## src/rtl/booth_arb_pkg.sv

```systemverilog
// booth_arb_pkg: shared state encoding and sizing helpers for the Booth multiplier arbiter.
package booth_arb_pkg;

  typedef enum logic [2:0] {
    S_IDLE  = 3'd0,
    S_START = 3'd1,
    S_ARM   = 3'd2,
    S_BUSY  = 3'd3,
    S_RESP  = 3'd4
  } arb_state_e;

  // A Booth multiply of n bits finishes in about n steps, so 4n+8 leaves generous headroom.
  function automatic int wdog_default(input int n);
    return 4 * n + 8;
  endfunction

  // Requester index width; a single requester still needs one bit of index.
  function automatic int idw_of(input int r);
    return (r > 2) ? $clog2(r) : 1;
  endfunction

endpackage

```

## src/rtl/booth_rr_pick.sv

```systemverilog
// booth_rr_pick: combinational round-robin picker.
// The search starts just above ptr and wraps, so the last winner has the lowest priority.
module booth_rr_pick
  import booth_arb_pkg::*;
#(
  parameter int R = 4,
  localparam int IDW = idw_of(R)
) (
  input  logic [R-1:0]   req,
  input  logic [IDW-1:0] ptr,
  output logic [R-1:0]   gnt,
  output logic [IDW-1:0] idx,
  output logic           any
);

  // The lowest request overall is the wrap-around fallback; the lowest one above ptr overrides it.
  always_comb begin
    gnt = '0;
    idx = '0;
    any = 1'b0;
    for (int i = R - 1; i >= 0; i--) begin
      if (req[i]) begin
        any = 1'b1;
        idx = IDW'(i);
      end
    end
    for (int i = R - 1; i >= 0; i--) begin
      if (req[i] && (i > int'(ptr))) begin
        idx = IDW'(i);
      end
    end
    if (any) begin
      gnt[idx] = 1'b1;
    end
  end

endmodule

```

## src/rtl/booth_mult_arbiter.sv

```systemverilog
// booth_mult_arbiter: round-robin sequencer that shares one Booth multiplier among R requesters.
// It captures the operands, pulses start, waits for done and returns the tagged product.
// Define BOOTH_ARB_WDOG_EN to build a watchdog that aborts a hung multiply with rsp_err.
module booth_mult_arbiter
  import booth_arb_pkg::*;
#(
  parameter int N           = 4,
  parameter int R           = 4,
  parameter int WDOG_CYCLES = wdog_default(N),
  localparam int IDW        = idw_of(R)
) (
  input  logic             clk,
  input  logic             rst,
  input  logic [R-1:0]     req_valid,
  output logic [R-1:0]     req_ready,
  input  logic [R*N-1:0]   req_m,
  input  logic [R*N-1:0]   req_q,
  output logic             rsp_valid,
  input  logic             rsp_ready,
  output logic [IDW-1:0]   rsp_id,
  output logic [2*N-1:0]   rsp_data,
  output logic             rsp_err,
  output logic             mul_start,
  output logic [N-1:0]     mul_m,
  output logic [N-1:0]     mul_q,
  input  logic [2*N-1:0]   mul_data,
  input  logic             mul_done
);

  arb_state_e     state_q, state_d;
  logic [IDW-1:0] ptr_q, ptr_d;
  logic [IDW-1:0] rsp_id_q, rsp_id_d;
  logic [2*N-1:0] rsp_data_q, rsp_data_d;
  logic           rsp_valid_q, rsp_valid_d;
  logic           mul_start_q, mul_start_d;
  logic [N-1:0]   mul_m_q, mul_m_d;
  logic [N-1:0]   mul_q_q, mul_q_d;

  logic [R-1:0]   gnt;
  logic [IDW-1:0] gnt_idx;
  logic           gnt_any;
  logic [N-1:0]   sel_m, sel_q;
  logic           accept;

`ifdef BOOTH_ARB_WDOG_EN
  localparam int CW = $clog2(WDOG_CYCLES + 1);
  logic [CW-1:0]  wdog_cnt_q, wdog_cnt_d;
  logic           rsp_err_q, rsp_err_d;
`endif

  booth_rr_pick #(.R(R)) u_pick (
    .req (req_valid),
    .ptr (ptr_q),
    .gnt (gnt),
    .idx (gnt_idx),
    .any (gnt_any)
  );

  // Grants are offered only while idle and never while reset is held.
  assign req_ready = (state_q == S_IDLE && !rst && gnt_any) ? gnt : '0;
  assign accept    = |(req_valid & req_ready);

  // Steer the winning requester's operand slices toward the capture registers.
  always_comb begin
    sel_m = '0;
    sel_q = '0;
    for (int i = 0; i < R; i++) begin
      if (gnt[i]) begin
        sel_m = req_m[i*N +: N];
        sel_q = req_q[i*N +: N];
      end
    end
  end

  // Next-state and next-output logic; ARM deliberately ignores mul_done to skip a stale level.
  always_comb begin
    state_d     = state_q;
    ptr_d       = ptr_q;
    rsp_id_d    = rsp_id_q;
    rsp_data_d  = rsp_data_q;
    rsp_valid_d = rsp_valid_q;
    mul_start_d = 1'b0;
    mul_m_d     = mul_m_q;
    mul_q_d     = mul_q_q;
`ifdef BOOTH_ARB_WDOG_EN
    wdog_cnt_d  = wdog_cnt_q;
    rsp_err_d   = rsp_err_q;
`endif
    case (state_q)
      S_IDLE: begin
        if (accept) begin
          mul_m_d     = sel_m;
          mul_q_d     = sel_q;
          rsp_id_d    = gnt_idx;
          ptr_d       = gnt_idx;
          mul_start_d = 1'b1;
          state_d     = S_START;
`ifdef BOOTH_ARB_WDOG_EN
          wdog_cnt_d  = '0;
          rsp_err_d   = 1'b0;
`endif
        end
      end
      S_START: begin
        state_d = S_ARM;
      end
      S_ARM: begin
        state_d = S_BUSY;
`ifdef BOOTH_ARB_WDOG_EN
        wdog_cnt_d = wdog_cnt_q + 1'b1;
`endif
      end
      S_BUSY: begin
        if (mul_done) begin
          rsp_data_d  = mul_data;
          rsp_valid_d = 1'b1;
          state_d     = S_RESP;
        end
`ifdef BOOTH_ARB_WDOG_EN
        else begin
          wdog_cnt_d = wdog_cnt_q + 1'b1;
          if (wdog_cnt_q == CW'(WDOG_CYCLES - 1)) begin
            rsp_data_d  = '0;
            rsp_err_d   = 1'b1;
            rsp_valid_d = 1'b1;
            state_d     = S_RESP;
          end
        end
`endif
      end
      S_RESP: begin
        if (rsp_ready) begin
          rsp_valid_d = 1'b0;
          state_d     = S_IDLE;
        end
      end
      default: begin
        rsp_valid_d = 1'b0;
        state_d     = S_IDLE;
      end
    endcase
  end

  // State and registered outputs; reset abandons any in-flight multiply.
  always_ff @(posedge clk or posedge rst) begin
    if (rst) begin
      state_q     <= S_IDLE;
      ptr_q       <= IDW'(R - 1);
      rsp_id_q    <= '0;
      rsp_data_q  <= '0;
      rsp_valid_q <= 1'b0;
      mul_start_q <= 1'b0;
      mul_m_q     <= '0;
      mul_q_q     <= '0;
`ifdef BOOTH_ARB_WDOG_EN
      wdog_cnt_q  <= '0;
      rsp_err_q   <= 1'b0;
`endif
    end else begin
      state_q     <= state_d;
      ptr_q       <= ptr_d;
      rsp_id_q    <= rsp_id_d;
      rsp_data_q  <= rsp_data_d;
      rsp_valid_q <= rsp_valid_d;
      mul_start_q <= mul_start_d;
      mul_m_q     <= mul_m_d;
      mul_q_q     <= mul_q_d;
`ifdef BOOTH_ARB_WDOG_EN
      wdog_cnt_q  <= wdog_cnt_d;
      rsp_err_q   <= rsp_err_d;
`endif
    end
  end

  assign rsp_valid = rsp_valid_q;
  assign rsp_id    = rsp_id_q;
  assign rsp_data  = rsp_data_q;
  assign mul_start = mul_start_q;
  assign mul_m     = mul_m_q;
  assign mul_q     = mul_q_q;
`ifdef BOOTH_ARB_WDOG_EN
  assign rsp_err   = rsp_err_q;
`else
  assign rsp_err   = 1'b0;
`endif

endmodule
```

## config.mk

```make
export PLATFORM = sky130hd
export DESIGN_NAME = booth_mult_arbiter
export DESIGN_NICKNAME = d
export VERILOG_FILES = /design/src/rtl/booth_arb_pkg.sv /design/src/rtl/booth_rr_pick.sv /design/src/rtl/booth_mult_arbiter.sv
export SDC_FILE = /design/constraint.sdc
export NUM_CORES = 1
export LEC_CHECK = 0
export CAP_MARGIN = 20
export CORE_ASPECT_RATIO = 0.75
export CORE_MARGIN = 8
export CORE_UTILIZATION = 43
export DETAILED_ROUTE_END_ITERATION = 10
export MAX_ROUTING_LAYER = met4
export PLACE_DENSITY = 0.81
export SYNTH_ARGS = -nofsm -noshare
export SYNTH_HDL_FRONTEND = slang
export SYNTH_SLANG_ARGS = --single-unit
```

## constraint.sdc

```tcl
create_clock -name clk -period 3.27 [get_ports clk]
set_input_delay 0.4905 -clock clk [delete_from_list [all_inputs] [get_ports clk]]
set_output_delay 0.4905 -clock clk [all_outputs]
set_load 0.1 [all_outputs]
```

==> impl_metrics.yaml <==
die:
  fp.dieH_um: 66.2
  row_count: 18
  start_util: 0.446
  dieWidth_um: 82.9
  floorplan_die_area_sq_um: 5490
  ios: 73
  fp.coreArea_sq_um: 3240
synthesis:
  synth_warnings: 0
  post_synth_inst_count: 139
  yosys_most_used_dff: "sky130_fd_sc_hd__dfrtp_1"
  synthArstFlopShare: 1.00
  post_synth_num_cell_types: 40
  synth.net_count: 187
  syn_avg_cell_area_sq_um: 10.4
  synth-edff-count: 0
  post_synth_instance_area_sq_um: 1450
  total_of_flip_flops_plus_latches_after_synthesis: 25
  seq_area_frac_synth: 0.435
clock_tree:
  worstSkewPairLatency_ns: 0.27
  cts.repair_timing.setup_buffer_count: 0
  htreeDepth: 1
  cts.sinks: 25
  clkSlewWorstSetupHoldPaths_ns: 0.09
  cts-resized-gates: 0
  cts_tree: "done"
  cts_hold_buffers: 0
  cts_buffers: 3
  cts-root-to-sink-buffers: 2
  cts_root_buffer: "sky130_fd_sc_hd__clkbuf_8"
cells_and_area:
  synthToLayoutAreaGrowth_pct: 57.1
  finish.utilization: 0.700
  fin_area_sq_um: 2270
  fill_cells: 230
  area.sequential_sq_um: 628
  n_antenna_cell: 0
  drive_gt1_frac: 0.168
  multiInputGateArea_sq_um: 708
  nNetsFinal: 257
route:
  vias_per_cell: 5.76
  detail_route.wirelength_um: 4540
  drt_first_iter_violations: 85
  post_drt_wl_per_cell_um: 18.3
  route.antenna.remaining_nets: 0
  dr.pass1.iters: 4
  remaining_drc_errors: 0
  vias: 1429
sta:
  max_freq_mhz: 365
  max_slew_margin: 0.319
  total_of_endpoints_with_negative_setup_slack_in_the_final_report: 0
  timing.final.crit_period_ns: 2.74
  post-route-period-util: 0.838
  final.setup.tns_ns: 0
  timing_hold_violations_final: 0
  setup_repair_after_global_routing_missed_its_margin: "no"
  drv_slew: 0
  clock_skew_ns: 0.00467
  max_slew.worst_pin.slew_ns: 1.02
setup_path:
  timing.critical_path.cells: "clkdlybuf4s50_1, or2_1, o31a_1, and3_1, buf_12"
  rrSetupSlack_ns: 1.34
  crit_slowest_cell: "sky130_fd_sc_hd__clkdlybuf4s50_1"
  worst-r2r-cell-count: 5
  timing.critical_path.fanout_max: 17
  path_class: "in2out"
  critPathRequiredTime_ns: 2.78
  timing.rr.end: "mul_m[3]"
  startpoint_type: "input pin"
  rr_startpoint: "state_q[1]"
  end_kind: "primary output"
  critical_path.max_stage_delay_ns: 0.59
  critical_path_arrival_ns: 2.25
placement:
  hpwlAfterDp_um: 3560
  port_buffers: 71
  placed_area_sq_um: 2190
  place.gp.congestion: 0.801
global_routing:
  antenna_violations_before_repair: 0
  grt_overflow: 0
  grtUsageTotal: 0.160
  first_global_vias: 1504
  grt_pass1_wl_um: 6970
  grt_max_degree: 26
job:
  cap_viol_max_count: 0
power:
  total_leakage_power_nw: 0.877
  largest_vdd_supply_drop_mv: 0.681
  cellPowerDensity_nw_per_um2: 1140
outcome:
  status: "finished, final reports clean"
hold_path:
  hp-class: "in2async"
[cell type report]
type,instances,share of cell area
Sequential cell,25,0.277
Clock inverter,1,0.00331
Inverter,3,0.00496
Tap cell,40,0.0221
Multi-Input combinational cell,98,0.312
Clock buffer,3,0.0182
Timing Repair Buffer,78,0.363
[report_power, final]
part,total (mW),internal (mW),switching (mW)
Combinational,1.79,0.497,1.30
Clock,0.191,0.0865,0.105
Sequential,0.611,0.474,0.137
Total,2.60,1.06,1.54
[cell usage after synthesis, types with 2 or more instances]
cell type	n	area (sq um)
sky130_fd_sc_hd__o211a_1	2	20.0
sky130_fd_sc_hd__a41oi_1	4	35.0
sky130_fd_sc_hd__dfstp_2	2	52.6
sky130_fd_sc_hd__and2_1	2	12.5
sky130_fd_sc_hd__o211ai_1	8	60.1
sky130_fd_sc_hd__dfrtp_1	23	576
sky130_fd_sc_hd__inv_1	3	11.3
sky130_fd_sc_hd__nor2_1	16	60.1
sky130_fd_sc_hd__nand2b_1	2	12.5
sky130_fd_sc_hd__o21ai_0	4	20.0
sky130_fd_sc_hd__nand2_1	12	45.0
sky130_fd_sc_hd__buf_6	5	56.3
sky130_fd_sc_hd__mux2_2	8	90.1
sky130_fd_sc_hd__a41oi_2	4	65.1
sky130_fd_sc_hd__or2_1	2	12.5
sky130_fd_sc_hd__a31oi_1	4	25.0
sky130_fd_sc_hd__a32oi_1	8	70.1
sky130_fd_sc_hd__nor2b_1	2	12.5
sky130_fd_sc_hd__a21oi_1	3	15.0
sky130_fd_sc_hd__buf_2	5	25.0
[worst max-delay path, delay by kind of cell]
kind / cells / cell delay [ns]
AND/OR/NAND/NOR: 2 / 0.47
AO/OA/AOI/OAI: 1 / 0.50
buffers and inverters: 2 / 0.77
[registers in the layout (all words and copies together) (netlist names)]
| register | flops |
|---|---|
| mul_q | 4 |
| rsp_valid | 1 |
| state_q | 3 |
| mul_start | 1 |
| rsp_id | 2 |
| mul_m | 4 |
| ptr_q | 2 |
| rsp_data | 8 |
[cell families after synthesis]
group,Yosys count,synth area share
mux,9,0.0693
buf+inv,16,0.0753
flops,25,0.435
compound gates,47,0.280
other cells,1,0.00259
simple gates,41,0.139
[worst max path at each step]
stage                             from           end
after floorplan               ptr_q[0]  req_ready[1]
after detailed placement  req_valid[1]  req_ready[0]
final                     req_valid[1]  req_ready[0]
after global placement    req_valid[1]  req_ready[0]
after CTS                 req_valid[1]  req_ready[0]
after global routing      req_valid[1]  req_ready[0]
[through the flow]
stage	setup slack (ns)	hold slack (ns)	std cells	power [mW]
CTS	0.538	0.515	247	2.60
detailed placement	0.548	0.492	243	2.40
global placement	0.626	0.488	243	2.37
floorplan	0.834	0.482	139	1.95
global route	0.438	0.496	248	2.69
finish	0.530	0.474	248	2.60
[cell usage in the layout (no fill, tap or decap), types with 3 or more instances in the layout]
cell | synthesis | routed
sky130_fd_sc_hd__a21oi_1 | 3 | 3
sky130_fd_sc_hd__a31oi_1 | 4 | 4
sky130_fd_sc_hd__a32oi_1 | 8 | 8
sky130_fd_sc_hd__a41oi_1 | 4 | 4
sky130_fd_sc_hd__a41oi_2 | 4 | 4
sky130_fd_sc_hd__buf_12 | 0 | 4
sky130_fd_sc_hd__buf_4 | 1 | 6
sky130_fd_sc_hd__clkbuf_8 | 0 | 3
sky130_fd_sc_hd__clkdlybuf4s50_1 | 0 | 67
sky130_fd_sc_hd__dfrtp_1 | 23 | 23
sky130_fd_sc_hd__inv_1 | 3 | 3
sky130_fd_sc_hd__mux2_2 | 8 | 8
sky130_fd_sc_hd__nand2_1 | 12 | 12
sky130_fd_sc_hd__nor2_1 | 16 | 16
sky130_fd_sc_hd__o211ai_1 | 8 | 8
sky130_fd_sc_hd__o21ai_0 | 4 | 4
[metal layers]
| layer | track usage | vias to the layer above | routed length (um) |
|---|---|---|---|
| met5 | - | - | 0 |
| met4 | 0.0764 | 0 | 121 |
| met3 | 0.0517 | 10 | 344 |
| met2 | 0.258 | 77 | 2190 |
| met1 | 0.178 | 686 | 1880 |
| li1 | - | 656 | - |
No activity file was read; power rests on OpenSTA's default activity.
==> edit 1, RTL diff (same settings) <==
`R` is set to 4 in 2 places; all go to 6.
--- a/src/rtl/booth_rr_pick.sv
+++ b/src/rtl/booth_rr_pick.sv
@@ -3,7 +3,7 @@
 module booth_rr_pick
   import booth_arb_pkg::*;
 #(
-  parameter int R = 4,
+  parameter int R = 6,
   localparam int IDW = idw_of(R)
 ) (
   input  logic [R-1:0]   req,
--- a/src/rtl/booth_mult_arbiter.sv
+++ b/src/rtl/booth_mult_arbiter.sv
@@ -5,7 +5,7 @@
   import booth_arb_pkg::*;
 #(
   parameter int N           = 4,
-  parameter int R           = 4,
+  parameter int R           = 6,
   parameter int WDOG_CYCLES = wdog_default(N),
   localparam int IDW        = idw_of(R)
 ) (
Interface: changed (5 resized); port bits go from 73 to 94. No check against the original RTL was run, so the function may have changed too.
==> edit 1 against the original RTL <==
  * Sequential cell count grew 1
  * Area after synthesis grew 17%
  * Largest power group unchanged
  * Combinational power grew 22%
  * Power grew 15%
  * Design area grew 24%
  * Critical path type unchanged
  * Worst setup slack lost 0.37 ns
  * Routed wire length grew 30%
  * Synthesized cell count grew 27%
==> edit 1: results (changes against the original RTL) <==
[run_status]
status=finished clean

[worst_setup_path]
critPathMaxFanout=5  ; -12
crit_family=compound AO/OA/AOI/OAI gates
rr_worst_depth=6  ; +1
rrSetupSlack_ns=0.80  ; -0.54 ns
crit_slowest_cell=clkdlybuf4s50_1
slowest_delay_ns=0.53  ; -0.06 ns
r2r-end=mul_q[2]
worst_ep_arrival_time_ns=2.62  ; +0.37 ns
crit_end=req_ready[0]
crit_path_start=req_valid[5]
r2r-start=ptr_q[1]

[yosys]
synth.area.top_cells=dfrtp_1 (35%), mux2_2 (9.3%), nand2_1 (4.6%)
synth.yosys.warnings=0  ; unchanged
ys_async_sr_fraction=1.00  ; unchanged
synthDistinctLibCells=48  ; +20%
synthFlopType=dfrtp_1
synthXorXnorAreaFrac=0  ; unchanged
ys_top_cells_by_count=dfrtp_1 (24), nand2_1 (21), mux2_2 (14)
synth_compound_area_frac=0.264  ; -0.0154
syn_avg_cell_area_um2=9.58  ; -7.9%
synthAdderAreaFrac=0  ; unchanged
yosysSeqAreaShare=0.385  ; -0.0494
syn_nets=243  ; +30%
muxShareOfSynthArea=0.128  ; +0.0591

[placement]
dp_hpwl_um=4570  ; +28%
place.gp.congestion=0.832  ; +3.9%
io_buffer_count=92  ; +30%

[power]
peakVddDrop_v=0.000863  ; +27%
switchingPower_mw=1.71  ; +11%
p_leak_nw=1.15  ; +32%

[sta]
whs_ns=0.486  ; +0.0112 ns
worst_slew_pin_slew_ns=1.00  ; -0.0187 ns
fin_worst_skew_ns=0.00226  ; -0.00241 ns

[route]
vias_per_cell=5.59  ; -3.1%
wl_per_cell_um=18.3  ; +0.17%
firstDrtPassIters=4  ; unchanged
drt_iter0_markers=84  ; -1.2%

[cts]
cts_max_path_buffers=2  ; unchanged
numCtsBuffers=3  ; unchanged
path_clk_slew_ns=0.09  ; about the same
clk_latency_ns=0.27  ; about the same
cts_setup_buffers=0  ; unchanged

[grt]
grt_antenna_before_repair=0  ; unchanged
grt_max_degree=27  ; +3.8%
grt_util_all_layers=0.189  ; +0.0293
grt_pass1_vias=1854  ; +23%
grt_pass1_wl_um=9310  ; +34%

[cells_and_area]
drive_gt1_frac=0.208  ; +0.0399
diodes=0  ; unchanged
fin_nets=336  ; +31%
n_fill_cell=292  ; +27%
largest_reg_flops=8  ; unchanged
finalNonFillerCells=321  ; +29%

[min_path]
hold_class=in -> async

==> edit 1: cell types whose count changed in the layout (fill, tap and decap cells not counted), sizes merged, moves of 6 or more <==
cell	unedited run	this run
a21o	0	6
a222oi	0	6
a22oi	0	6
a32oi	8	0
a41oi	8	0
buf	11	19
clkdlybuf4s50	67	82
mux2	8	19
nand2	12	21
o211ai	8	1
==> edit 1: power by group through the flow <==
stage,logic (mW),clock network (mW),registers (mW)
6_report,2.18,0.186,0.612
5_1_grt,2.28,0.204,0.633
4_1_cts,2.18,0.192,0.607
3_5_place_dp,2.17,0,0.612
3_3_place_gp,2.14,0,0.605
2_1_floorplan,0.859,0,1.39
==> edit 1: cell type report <==
cell class | count | share of cell area
flip-flops and latches | 26 | 0.232
inverters | 5 | 0.00668
repair buffers | 101 | 0.377
multi-input cells | 133 | 0.345
clock buffers | 4 | 0.0160
well taps | 52 | 0.0231
==> edit 1: worst reg2reg max path, delay by kind of cell (launching register included) <==
family | cells | cell delay, ns
flops | 1 | 0.55
mux | 1 | 0.33
simple gates | 1 | 0.28
compound gates | 4 | 1.19
==> edit 1: through the flow <==
step	util	cell area, um2	setup slack [ns]
finish	0.753	2810	0.158
global placement	0.732	2730	0.0712
detailed placement	0.732	2730	0.00913
CTS	0.746	2780	0.123
global route	0.753	2810	0.0678
floorplan	-	1720	-0.00174
==> edit 1: repair_timing <==
item,in CTS,in global routing
endpoints found under the hold margin,0,0
pin swaps,0,0
resized for setup,1,1
endpoints found under the setup margin,1,1
==> edit 1: routing by layer <==
layer	GRT usage	vias to the layer above	part of all wire	routed length, um
met5	-	-	0	0
met4	0.0243	0	0.0085	50
met3	0.0421	6	0.073	430
met2	0.290	79	0.48	2800
met1	0.253	866	0.44	2600
li1	-	842	-	-
==> edit 2, RTL diff (same flow settings) <==
Without the edit above. Make the reset (`rst`) synchronous in one clocked block.
--- a/src/rtl/booth_mult_arbiter.sv
+++ b/src/rtl/booth_mult_arbiter.sv
@@ -142,7 +142,7 @@
   end
 
   // State and registered outputs; reset abandons any in-flight multiply.
-  always_ff @(posedge clk or posedge rst) begin
+  always_ff @(posedge clk) begin
     if (rst) begin
       state_q     <= S_IDLE;
       ptr_q       <= IDW'(R - 1);
Function: differs if rst is asserted again (counterexample within 4 cycles, from zero or initial values and one cycle with rst high); with rst held inactive, the same outputs for 10 cycles.
==> edit 2 against the original RTL <==
  * Design area fell by 6.6%
  * Non-clock buffer count decreased by 6
  * Largest cell class unchanged
  * Global-route usage decreased by 0.27 points
  * Critical path depth is the same
  * Area after synthesis fell by 6.0%
  * Sequential share of layout area fell by 4.1 points
  * Critical path type unchanged
  * Hold slack lost 0.018 ns
  * Synthesized cell count rose by 10%
  * Routed wire length decreased by 8.4%
  * Sequential cell count stayed put
  * Worst setup slack worse by 0.077 ns
  * Clock skew barely moved
Power is not compared: it rests on default switching activity, and its combinational part moved more than twofold at a synthesized area within 25%.
==> edit 2: results (changes against the original RTL) <==
[cells_and_area]
n_fill_cell=219  ; -4.8%
drive_gt1_frac=0.111  ; -0.0572

[worst_setup_path]
crit_family=simple AND/OR/NAND/NOR gates
worst_ep_arrival_time_ns=2.33  ; +0.08 ns
critPathMaxFanout=11  ; -6
rrSetupSlack_ns=1.15  ; -0.19 ns

[grt]
gr-usage-met2=0.252  ; -0.00575
grt_util_all_layers=0.157  ; -0.00270
grtUsageMet1=0.190  ; +0.0113
grt_pass1_wl_um=6620  ; -5.1%
met3_usage=0.0606  ; +0.00888
grt_max_degree=22  ; -15%

[placement]
place_area_mm2=0.00207  ; -5.4%
place.gp.congestion=0.909  ; +13%
dp_hpwl_um=3220  ; -9.6%
dp_cells=250  ; +2.9%
post-place-ws_ns=0.467  ; -0.0807 ns

[yosys]
synth_most_common_cell=dfxtp_1
ys_top_cells_by_count=dfxtp_1 (25), nand2_1 (18), nor2_1 (18)
synth.area.top_cells=dfxtp_1 (37%), a221oi_2 (8.8%), nand2_1 (5.0%)
syn_nets=201  ; +7.5%
synth_compound_area_frac=0.312  ; +0.0325
yosysSeqAreaShare=0.368  ; -0.0663
syn_avg_cell_area_um2=8.88  ; -15%

[power]
internal_power_mw=0.567

[route]
drt_iter0_markers=84  ; -1.2%
vias_per_cell=5.42  ; -6.0%
drt-total-wl_um=4160  ; -8.4%
vias=1376  ; -3.7%

[sta]
worst_slew_pin_slew_ns=1.01  ; -0.00984 ns
fin_worst_skew_ns=0.00452  ; -0.000151 ns
whs_ns=0.456  ; -0.0185 ns

[min_path]
hold_class=reg -> reg

[run_status]
status=finished clean

==> edit 2: kinds of logic (layout without fill, tap and decap cells) <==
family,count (synthesis),count (layout)
simple gates,66,66
compound gates,45,45
flops,25,25
buf+inv,16,79
other cells,1,1
==> edit 2: path summary, 6_finish.rpt <==
kind / cells after the start / endpoint / from
worst max-delay path: 5 / req_ready[2] / req_valid[3]
worst min-delay path: 2 / rsp_data[7] / rsp_data[7]
worst max register to register: 5 / mul_q[0] / state_q[2]
worst min register to register: 2 / rsp_data[7] / rsp_data[7]
==> edit 2: power groups by stage <==
stage / sequential, mW / clock (mW) / combinational [mW]
2_1_floorplan: 0.511 / 0 / 0.149
3_3_place_gp: 0.358 / 0 / 0.425
3_5_place_dp: 0.360 / 0 / 0.430
4_1_cts: 0.353 / 0.182 / 0.431
5_1_grt: 0.357 / 0.192 / 0.450
6_report: 0.353 / 0.177 / 0.429
==> edit 2: metal layers <==
layer  up-vias  wire, um
met5         -         0
met4         0         7
met3         2       491
met2        62      1930
met1       628      1730
li1        684         -
==> edit 2: cell type report <==
cell class / instances / area, um2 / share of cell area
timing repair buffer: 72 / 758 / 0.358
multi-input combinational: 112 / 757 / 0.357
sequential: 25 / 500 / 0.236
tap: 38 / 47.5 / 0.0224
clock buffer: 4 / 45.0 / 0.0213
inverter: 3 / 11.3 / 0.00531
==> edit 2: worst min-delay path, delay by kind of cell (launching register included) <==
family             cells  cell delay (ns)
DFF                    1             0.31
and+or+nand+nor        1             0.05
AOI/OAI and AO/OA      1             0.05
